`config.mk`:
```
export PLATFORM = sky130hd
export DESIGN_NAME = mem_arbiter
export DESIGN_NICKNAME = d
export VERILOG_FILES = /design/src/rtl/mem_arb_pkg.sv /design/src/rtl/mem_arb_rsp_slot.sv /design/src/rtl/mem_arbiter.sv
export SDC_FILE = /design/constraint.sdc
export NUM_CORES = 1
export LEC_CHECK = 0
export ABC_AREA = 1
export CELL_PAD_IN_SITES_DETAIL_PLACEMENT = 0
export CELL_PAD_IN_SITES_GLOBAL_PLACEMENT = 2
export CORE_UTILIZATION = 19
export CTS_BUF_LIST = sky130_fd_sc_hd__clkbuf_4 sky130_fd_sc_hd__clkbuf_8
export DETAILED_ROUTE_END_ITERATION = 12
export PLACE_DENSITY_LB_ADDON = 0.15
export SLEW_MARGIN = 40
export SYNTH_ARGS = -nofsm -noshare
export SYNTH_HDL_FRONTEND = slang
export SYNTH_SLANG_ARGS = --single-unit
```
`constraint.sdc`:
```
create_clock -name clk -period 4.3 [get_ports clk]
set_input_delay 1.075 -clock clk [delete_from_list [all_inputs] [get_ports clk]]
set_output_delay 1.075 -clock clk [all_outputs]
set_load 0.05 [all_outputs]
```
`src/rtl/mem_arb_pkg.sv`:
```
// Shared types and constants for the I/D memory arbiter.
package mem_arb_pkg;

    typedef enum logic [1:0] {
        GNT_NONE,
        GNT_I,
        GNT_D
    } grant_t;

    typedef struct packed {
        logic [31:0] rdata;
        logic        err;
    } rsp_t;

    // Byte address -> word index shift.
    localparam int WORD_OFFSET_BITS = 2;

endpackage

```
`src/rtl/mem_arb_rsp_slot.sv`:
```
// One-entry response register with valid/ready handshake.
// A fill in the same cycle as a consume keeps the slot valid with new data.
module mem_arb_rsp_slot
    import mem_arb_pkg::*;
(
    input  logic clk,
    input  logic rst,
    input  logic fill,
    input  rsp_t fill_rsp,
    input  logic rsp_ready,
    output logic rsp_valid,
    output rsp_t rsp,
    output logic free
);

    logic valid_q, valid_d;
    rsp_t rsp_q, rsp_d;

    // Next slot state: drain on consume, then let a refill win.
    always_comb begin
        valid_d = valid_q;
        rsp_d   = rsp_q;
        if (valid_q && rsp_ready) valid_d = 1'b0;
        if (fill) begin
            valid_d = 1'b1;
            rsp_d   = fill_rsp;
        end
    end

    // Slot register; reset discards any pending response.
    always_ff @(posedge clk) begin
        if (rst) begin
            valid_q <= 1'b0;
            rsp_q   <= '0;
        end else begin
            valid_q <= valid_d;
            rsp_q   <= rsp_d;
        end
    end

    assign rsp_valid = valid_q;
    assign rsp       = rsp_q;
    // Slot can accept a new response if empty or being drained this cycle.
    assign free      = !valid_q || rsp_ready;

endmodule

```
`src/rtl/mem_arbiter.sv`:
```
// Two-port (fetch / load-store) arbiter for a single-ported word memory.
// D has priority; a starvation counter hands I the grant after
// STARVE_LIMIT consecutive losing cycles.
module mem_arbiter
    import mem_arb_pkg::*;
#(
    parameter int WORDS        = 64,
    parameter int STARVE_LIMIT = 4
) (
    input  logic        clk,
    input  logic        rst,
    input  logic        i_req_valid,
    input  logic [31:0] i_req_addr,
    output logic        i_req_ready,
    output logic        i_rsp_valid,
    output logic [31:0] i_rsp_rdata,
    output logic        i_rsp_err,
    input  logic        i_rsp_ready,
    input  logic        d_req_valid,
    input  logic [31:0] d_req_addr,
    input  logic [31:0] d_req_wdata,
    input  logic        d_req_we,
    output logic        d_req_ready,
    output logic        d_rsp_valid,
    output logic [31:0] d_rsp_rdata,
    output logic        d_rsp_err,
    input  logic        d_rsp_ready,
    output logic [31:0] mem_addr,
    output logic [31:0] mem_wdata,
    output logic        mem_we,
    input  logic [31:0] mem_rdata
);

    localparam int NUM_PORTS = 2;  // index 0 = I, 1 = D
    localparam int CW        = $clog2(STARVE_LIMIT + 1);
    localparam logic [CW-1:0] LIMIT_C = CW'(STARVE_LIMIT);

    grant_t                 gnt;
    logic                   fault;
    logic [31:0]            sel_addr;
    rsp_t                   fill_rsp;
    logic [CW-1:0]          starve_q, starve_d;
    logic [NUM_PORTS-1:0]   slot_fill, slot_ready, slot_valid, slot_free;
    rsp_t [NUM_PORTS-1:0]   slot_rsp;
    logic                   i_elig, d_elig;

    assign slot_ready = {d_rsp_ready, i_rsp_ready};
    assign i_elig     = i_req_valid && slot_free[0];
    assign d_elig     = d_req_valid && slot_free[1];

    // Grant selection: D wins ties unless I has been starved to the limit.
    always_comb begin
        gnt = GNT_NONE;
        if (!rst) begin
            if (i_elig && (!d_elig || starve_q == LIMIT_C)) gnt = GNT_I;
            else if (d_elig)                                  gnt = GNT_D;
        end
    end

    assign i_req_ready = (gnt == GNT_I);
    assign d_req_ready = (gnt == GNT_D);
    assign slot_fill   = {d_req_ready, i_req_ready};

    // Memory port drive, fault decode and response capture data.
    always_comb begin
        sel_addr  = (gnt == GNT_I) ? i_req_addr : d_req_addr;
        fault     = (sel_addr[WORD_OFFSET_BITS-1:0] != '0) ||
                    ({{WORD_OFFSET_BITS{1'b0}}, sel_addr[31:WORD_OFFSET_BITS]} >= 32'(WORDS));
        mem_addr  = '0;
        mem_wdata = '0;
        mem_we    = 1'b0;
        fill_rsp  = '0;
        if (gnt != GNT_NONE) begin
            mem_addr     = {{WORD_OFFSET_BITS{1'b0}}, sel_addr[31:WORD_OFFSET_BITS]};
            fill_rsp.err = fault;
            if (!fault && !(gnt == GNT_D && d_req_we)) fill_rsp.rdata = mem_rdata;
        end
        if (gnt == GNT_D) begin
            mem_wdata = d_req_wdata;
            mem_we    = d_req_we && !fault;
        end
    end

    // Starvation counter: counts cycles I was eligible but lost to D.
    always_comb begin
        starve_d = starve_q;
        if (!i_req_valid || gnt == GNT_I)
            starve_d = '0;
        else if (i_elig && gnt == GNT_D && starve_q != LIMIT_C)
            starve_d = starve_q + CW'(1);
    end

    // Starvation counter register.
    always_ff @(posedge clk) begin
        if (rst) starve_q <= '0;
        else     starve_q <= starve_d;
    end

    for (genvar p = 0; p < NUM_PORTS; p++) begin : g_slot
        mem_arb_rsp_slot u_slot (
            .clk       (clk),
            .rst       (rst),
            .fill      (slot_fill[p]),
            .fill_rsp  (fill_rsp),
            .rsp_ready (slot_ready[p]),
            .rsp_valid (slot_valid[p]),
            .rsp       (slot_rsp[p]),
            .free      (slot_free[p])
        );
    end

    assign i_rsp_valid = slot_valid[0];
    assign i_rsp_rdata = slot_rsp[0].rdata;
    assign i_rsp_err   = slot_rsp[0].err;
    assign d_rsp_valid = slot_valid[1];
    assign d_rsp_rdata = slot_rsp[1].rdata;
    assign d_rsp_err   = slot_rsp[1].err;

endmodule

```
# After elaboration in Yosys (flattened, before gate mapping)
# Index checks and enable logic that the tools add are counted.
op_classes:
  n_addsub: 1
  n_lt_le_gt_ge: 1
  n_eq_ne: 4
  muxes: 13
  n_reduce_logical: 26
op_table:
  columns: ["cell", "n"]
  rows:
  - ["32-bit 2-to-1 mux", 3]
  - ["33-bit 2-to-1 mux", 1]
  - ["30-bit by 7-bit greater-or-equal comparator with 1-bit output, second input constant", 1]
  - ["30-bit 2-to-1 mux", 1]
  - ["1-bit logical AND", 10]
  - ["2-bit nonzero test", 4]
  - ["1-bit logical NOT", 6]
  - ["2-bit 2-to-1 mux", 3]
  - ["1-bit logical OR", 5]
  - ["1-bit 2-to-1 mux", 5]
  - ["3-bit by 1-bit adder with 3-bit output, second input constant", 1]
  - ["3-bit equality test, second input constant", 1]
  - ["3-bit != test, second input constant", 1]
  - ["2-bit by 1-bit equality test with 1-bit output, second input constant", 1]
  - ["2-bit equality test, second input constant", 1]
  - ["2-bit OR reduction", 1]
word_totals:
  regBits: 71
  input_bits: 135
  output_inout_bits: 135
  wordCells: 52

# Longest topological paths before layout
depth:
  depth_word: 16
  ltp_mapped: 16
  ltp_nobuf: 15

# Modules after synthesis
# A second synthesis with hierarchy kept.
unflattened:
  cells_unflattened: 654
  hier_area_um2: 4035.1
by_module_without_submodules:
  columns: ["mod", "n_inst", "cells_each", "area_per_inst_um2", "seq_area_each_um2"]
  rows:
  - ["mem_arb_rsp_slot", 2, 147, 1181.1, 680.7]
  - ["mem_arbiter", 1, 360, 1672.9, 60.1]

# Worst setup path before layout
# No wires, ideal clock.
synth_timing:
  path_kind: "input -> output"
  from: "in d_rsp_ready"
  to: "out mem_we"
  t_arrival_ns: 3.336
  required_time_ns: 3.225
  setup_slack_ns: -0.111
  path_stages: 10
  n_path_buf: 2
  path_cell_list: "inv_2 nand2_2 nand3_4 buf_2 nand2_2 nand4_1 inv_2 nand2_1 buf_2 nor3_1"
synth_via:
  elab_chain_len: 14
  elab_cells_between_ends: 17
  classes_between: "order compare: 1; eq/ne: 2; mux: 5; reduce/logical: 9"
synth_lines:
  columns: ["element", "line", "text"]
  rows:
  - ["from (decl)", "mem_arbiter.sv:27", "input logic d_rsp_ready,"]
  - ["1-bit logical OR (*)", "mem_arb_rsp_slot.sv:44", "assign free = !valid_q || rsp_ready;"]
  - ["1-bit logical AND (*)", "mem_arbiter.sv:49", "assign d_elig = d_req_valid && slot_free[1];"]
  - ["1-bit logical NOT", "mem_arbiter.sv:55", "if (i_elig && (!d_elig || starve_q == LIMIT_C)) gnt = GNT_I;"]
  - ["1-bit logical OR", "mem_arbiter.sv:55", null]
  - ["1-bit logical AND", "mem_arbiter.sv:55", null]
  - ["2-bit 2-to-1 mux (*)", "mem_arbiter.sv:55", null]
  - ["2-bit 2-to-1 mux (*)", "mem_arbiter.sv:54", "if (!rst) begin"]
  - ["2-bit by 1-bit equality test with 1-bit output", "mem_arbiter.sv:66", "sel_addr = (gnt == GNT_I) ? i_req_addr : d_req_addr;"]
  - ["32-bit 2-to-1 mux", "mem_arbiter.sv:66", null]
  - ["30-bit by 7-bit greater-or-equal comparator with 1-bit output or 2-bit nonzero test (tied branches)", "mem_arbiter.sv:68, mem_arbiter.sv:67", null]
  - ["1-bit logical OR", "mem_arbiter.sv:67", "fault = (sel_addr[WORD_OFFSET_BITS-1:0] != '0) ||"]
  - ["1-bit logical NOT", "mem_arbiter.sv:80", "mem_we = d_req_we && !fault;"]
  - ["1-bit logical AND", "mem_arbiter.sv:80", null]
  - ["1-bit 2-to-1 mux (*)", "mem_arbiter.sv:78", "if (gnt == GNT_D) begin"]
  - ["to (decl)", "mem_arbiter.sv:30", "output logic mem_we,"]
# Mark *: on every way between the ends. The rest lies on a longest branch, timed or not.

# Worst setup path in the final report
layout_timing:
  from: "in d_req_valid"
  to: "out mem_wdata[2]"
layout_via:
  elab_chain_len: 8
  elab_cells_between_ends: 9
  classes_between: "eq/ne: 1; mux: 4; reduce/logical: 4"
layout_lines:
  columns: ["element", "line", "text"]
  rows:
  - ["from (decl)", "mem_arbiter.sv:19", "input logic d_req_valid,"]
  - ["1-bit logical AND (*)", "mem_arbiter.sv:49", null]
  - ["1-bit logical NOT", "mem_arbiter.sv:55", null]
  - ["1-bit logical OR", "mem_arbiter.sv:55", null]
  - ["1-bit logical AND", "mem_arbiter.sv:55", null]
  - ["2-bit 2-to-1 mux (*)", "mem_arbiter.sv:55", null]
  - ["2-bit 2-to-1 mux (*)", "mem_arbiter.sv:54", null]
  - ["2-bit equality test (*)", "mem_arbiter.sv:78", null]
  - ["32-bit 2-to-1 mux (*)", "mem_arbiter.sv:78", null]
  - ["to (decl)", "mem_arbiter.sv:29", "output logic [31:0] mem_wdata,"]
# Marks and branches as above.

==> flow_summary.ini <==
[floorplan]
start_util_pct = 19.66
io_pins = 270
num_rows = 53
core_area_mm2 = 0.02129
die-area_mm2 = 0.02262
dieWidth_um = 150.4
die_y_um = 150.4

[routing]
drt-pass1-iter-count = 4
drcViolationCount = 0
vias = 5189
drtAntennaViolNets = 0
viasPerCell = 4.321
drtIter0Drc = 180
routed_wirelength_mm = 18.30
wire_per_inst_um = 15.23

[cts]
ctsHoldBuffers = 0
cts.sinks = 71
h-tree-depth = 3
numCtsBuffers = 9
root_buffer = clkbuf_8
path_clk_slew_ns = 0.08
insertion_delay_ns = 0.36
cts_tree = built
ctsLongestPathBuffers = 2

[worst_setup_path]
cp_num_buf_inv = 4
cp_cell_sequence = clkdlybuf4s50_1, nand3_4, nand2_2, nand4_1, buf_4, buf_4, nor2_1, buf_12
cp.required_ns = 3.22
path_class = in -> out
critical_path_arrival_ns = 3.06
max_stage_delay_ns = 0.57
critical-path-top-delay-family = buffers and inverters
cp_slowest_cell = clkdlybuf4s50_1
crit_path_max_fanout = 23
critPathCaptureType = primary output
start_kind = primary input
crit_path_frequent_cell = buf_4

[layout]
diodes = 0
n_fill_cell = 2197
drive_gt1_share_pct = 15.33
layout_common_cells = 200 x clkdlybuf4s50_1, 170 x nand2_1, 101 x inv_1
regArea_mm2 = 0.001421
final_common_cell = clkdlybuf4s50_1
layout-area-overhead-vs-synth_pct = 95.04
nNetsFinal = 1058
fin_cells = 1201
multi_input_area_mm2 = 0.002155

[timing]
setup_viol = 0
fmax_mhz = 241.6
fin_crit_sh_pct = 96.25
hold_violations = 0
slew-limit-headroom_pct = 50.19
holdWs_ns = 0.4725
skew_ns = 0.01018
slew_viol_final = 0
layout_min_cycle_time_ns = 4.139
tightest_slew_ns = 0.7472

[place]
detailed_place_hpwl_mm = 13.62
dp.cells = 1173
gp_congestion = 0.8200
placement.io_buffers = 267

[synth]
avgSynthCellArea_um2 = 6.341
yosys.area.top_type_share_pct = 33.96
synthesis.area_mm2 = 0.004185
syn-instance-count = 660
netlist.top_cell.by_area = dfxtp_1
synthTopCellsByArea = dfxtp_1 34%, nand2_1 15%, nand4_1 9.7%
synth-seq-area-share_pct = 33.96
ys_warn_count = 0
synth_seq_cells = 71
ys_types = 30

[global_route]
grt_pass1_vias = 5275
grt_max_degree = 67
grt_pass1_wl_mm = 28.08
overflow = 0
grt_usage_pct = 16.17
antenna_found_initial = 0

[min_path]
hp-class = reg -> reg

[power]
total_power_mw = 1.866
p_leak_nw = 3.942
irDropWorstVdd_v = 0.0001074
p_per_area_mw_per_mm2 = 228.6

[status]
status = finished, final reports clean

[flow_run]
maxCapViolations = 0
## area by class of cell
| cell class | count | area share [%] |
|---|---|---|
| Timing Repair Buffer | 297 | 44.60 |
| Multi-Input combinational cell | 436 | 26.39 |
| Sequential cell | 71 | 17.41 |
| Inverter | 106 | 4.874 |
| Tap cell | 275 | 4.215 |
| Clock buffer | 9 | 1.517 |
| Clock inverter | 7 | 0.9810 |
## flip-flops by register name, summed over array words and instances, names as in the netlist
| signal | count |
|---|---|
| starve_q | 3 |
| g_slot.u_slot.rsp_valid | 2 |
| g_slot.u_slot.rsp | 66 |
## worst paths after layout
| path | slack [ns] | cells past startpoint | to | from |
|---|---|---|---|---|
| setup / recovery | 0.16 | 8 | mem_wdata[2] | d_req_valid |
| hold / removal | 0.47 | 2 | g_slot[0].u_slot.rsp[2]$_SDFFE_PP0P_ | g_slot[0].u_slot.rsp[2]$_SDFFE_PP0P_ |
| setup reg to reg | 1.59 | 16 | g_slot[0].u_slot.rsp[9]$_SDFFE_PP0P_ | starve_q[0]$_SDFFE_PP0P_ |
| hold reg to reg | 0.47 | 2 | g_slot[0].u_slot.rsp[2]$_SDFFE_PP0P_ | g_slot[0].u_slot.rsp[2]$_SDFFE_PP0P_ |
## timing repair
item	CTS	global route
setup buffers	0	10
endpoints found under the setup margin	0	1
resized for setup	0	18
## report_power, final
group          total [mW]  switching [mW]  internal (mW)
clock               0.565           0.291          0.274
combinational       0.638           0.343          0.295
sequential          0.663         0.00219          0.660
total                1.87           0.637           1.23
## through the flow
stage | setup slack, ns | instance area (µm²) | util (%) | TNS [ns]
after floorplan | 0.1278 | 4194 | - | 0
after global placement | 0.05936 | 7764 | 36.47 | 0
after detailed placement | 0.01276 | 7764 | 36.47 | 0
after CTS | 0.01308 | 7968 | 37.43 | 0
after global routing | -0.0006504 | 8163 | 38.35 | -0.0006504
final | 0.1612 | 8163 | 38.35 | 0
## routing by layer
layer  share of wire (%)  up-vias  wire length [µm]  global-route usage, %
li1                    -     2622                 -                      -
met5                   0        -                 0                      0
met1                  40     2344              7267                  18.32
met2                  49      204              8971                  28.04
met4                 1.5        0               276                  4.798
met3                 9.7       19              1779                  6.000
## synthesized netlist by cell type (all sizes together)
master and instances:
a31o 2, nor3 3, nand3 73, o21ai 21
a211oi 1, dfxtp 71, and3 1, conb 1
inv 106, nand3b 9, o211ai 1, nand2 177
clkbuf 22, ha 2, nor2 69, nand4 65
buf 27, a21oi 9
## cells by family after synthesis
group                      share of synthesized area [%]
buffers and inverters                              16.14
adders and majority gates                         0.5978
and+or+nand+nor                                    44.48
DFF                                                33.96
other                                            0.08960
AOI/OAI and AO/OA                                  4.723
## worst register-to-register path, stage by stage (launching register included)
cell,delay [ns]
dfxtp_1,0.35
inv_1,0.07
ha_1,0.19
nand2_1,0.10
nand3_4,0.16
nand2_8,0.15
clkbuf_16,0.15
nand2_1,0.04
nand2_1,0.09
nand4_1,0.13
nor2_2,0.15
nand2_2,0.09
buf_4,0.16
nor2_8,0.33
buf_12,0.26
nand4_1,0.14
nand2_1,0.08
No activity file was read; power rests on OpenSTA's default activity.
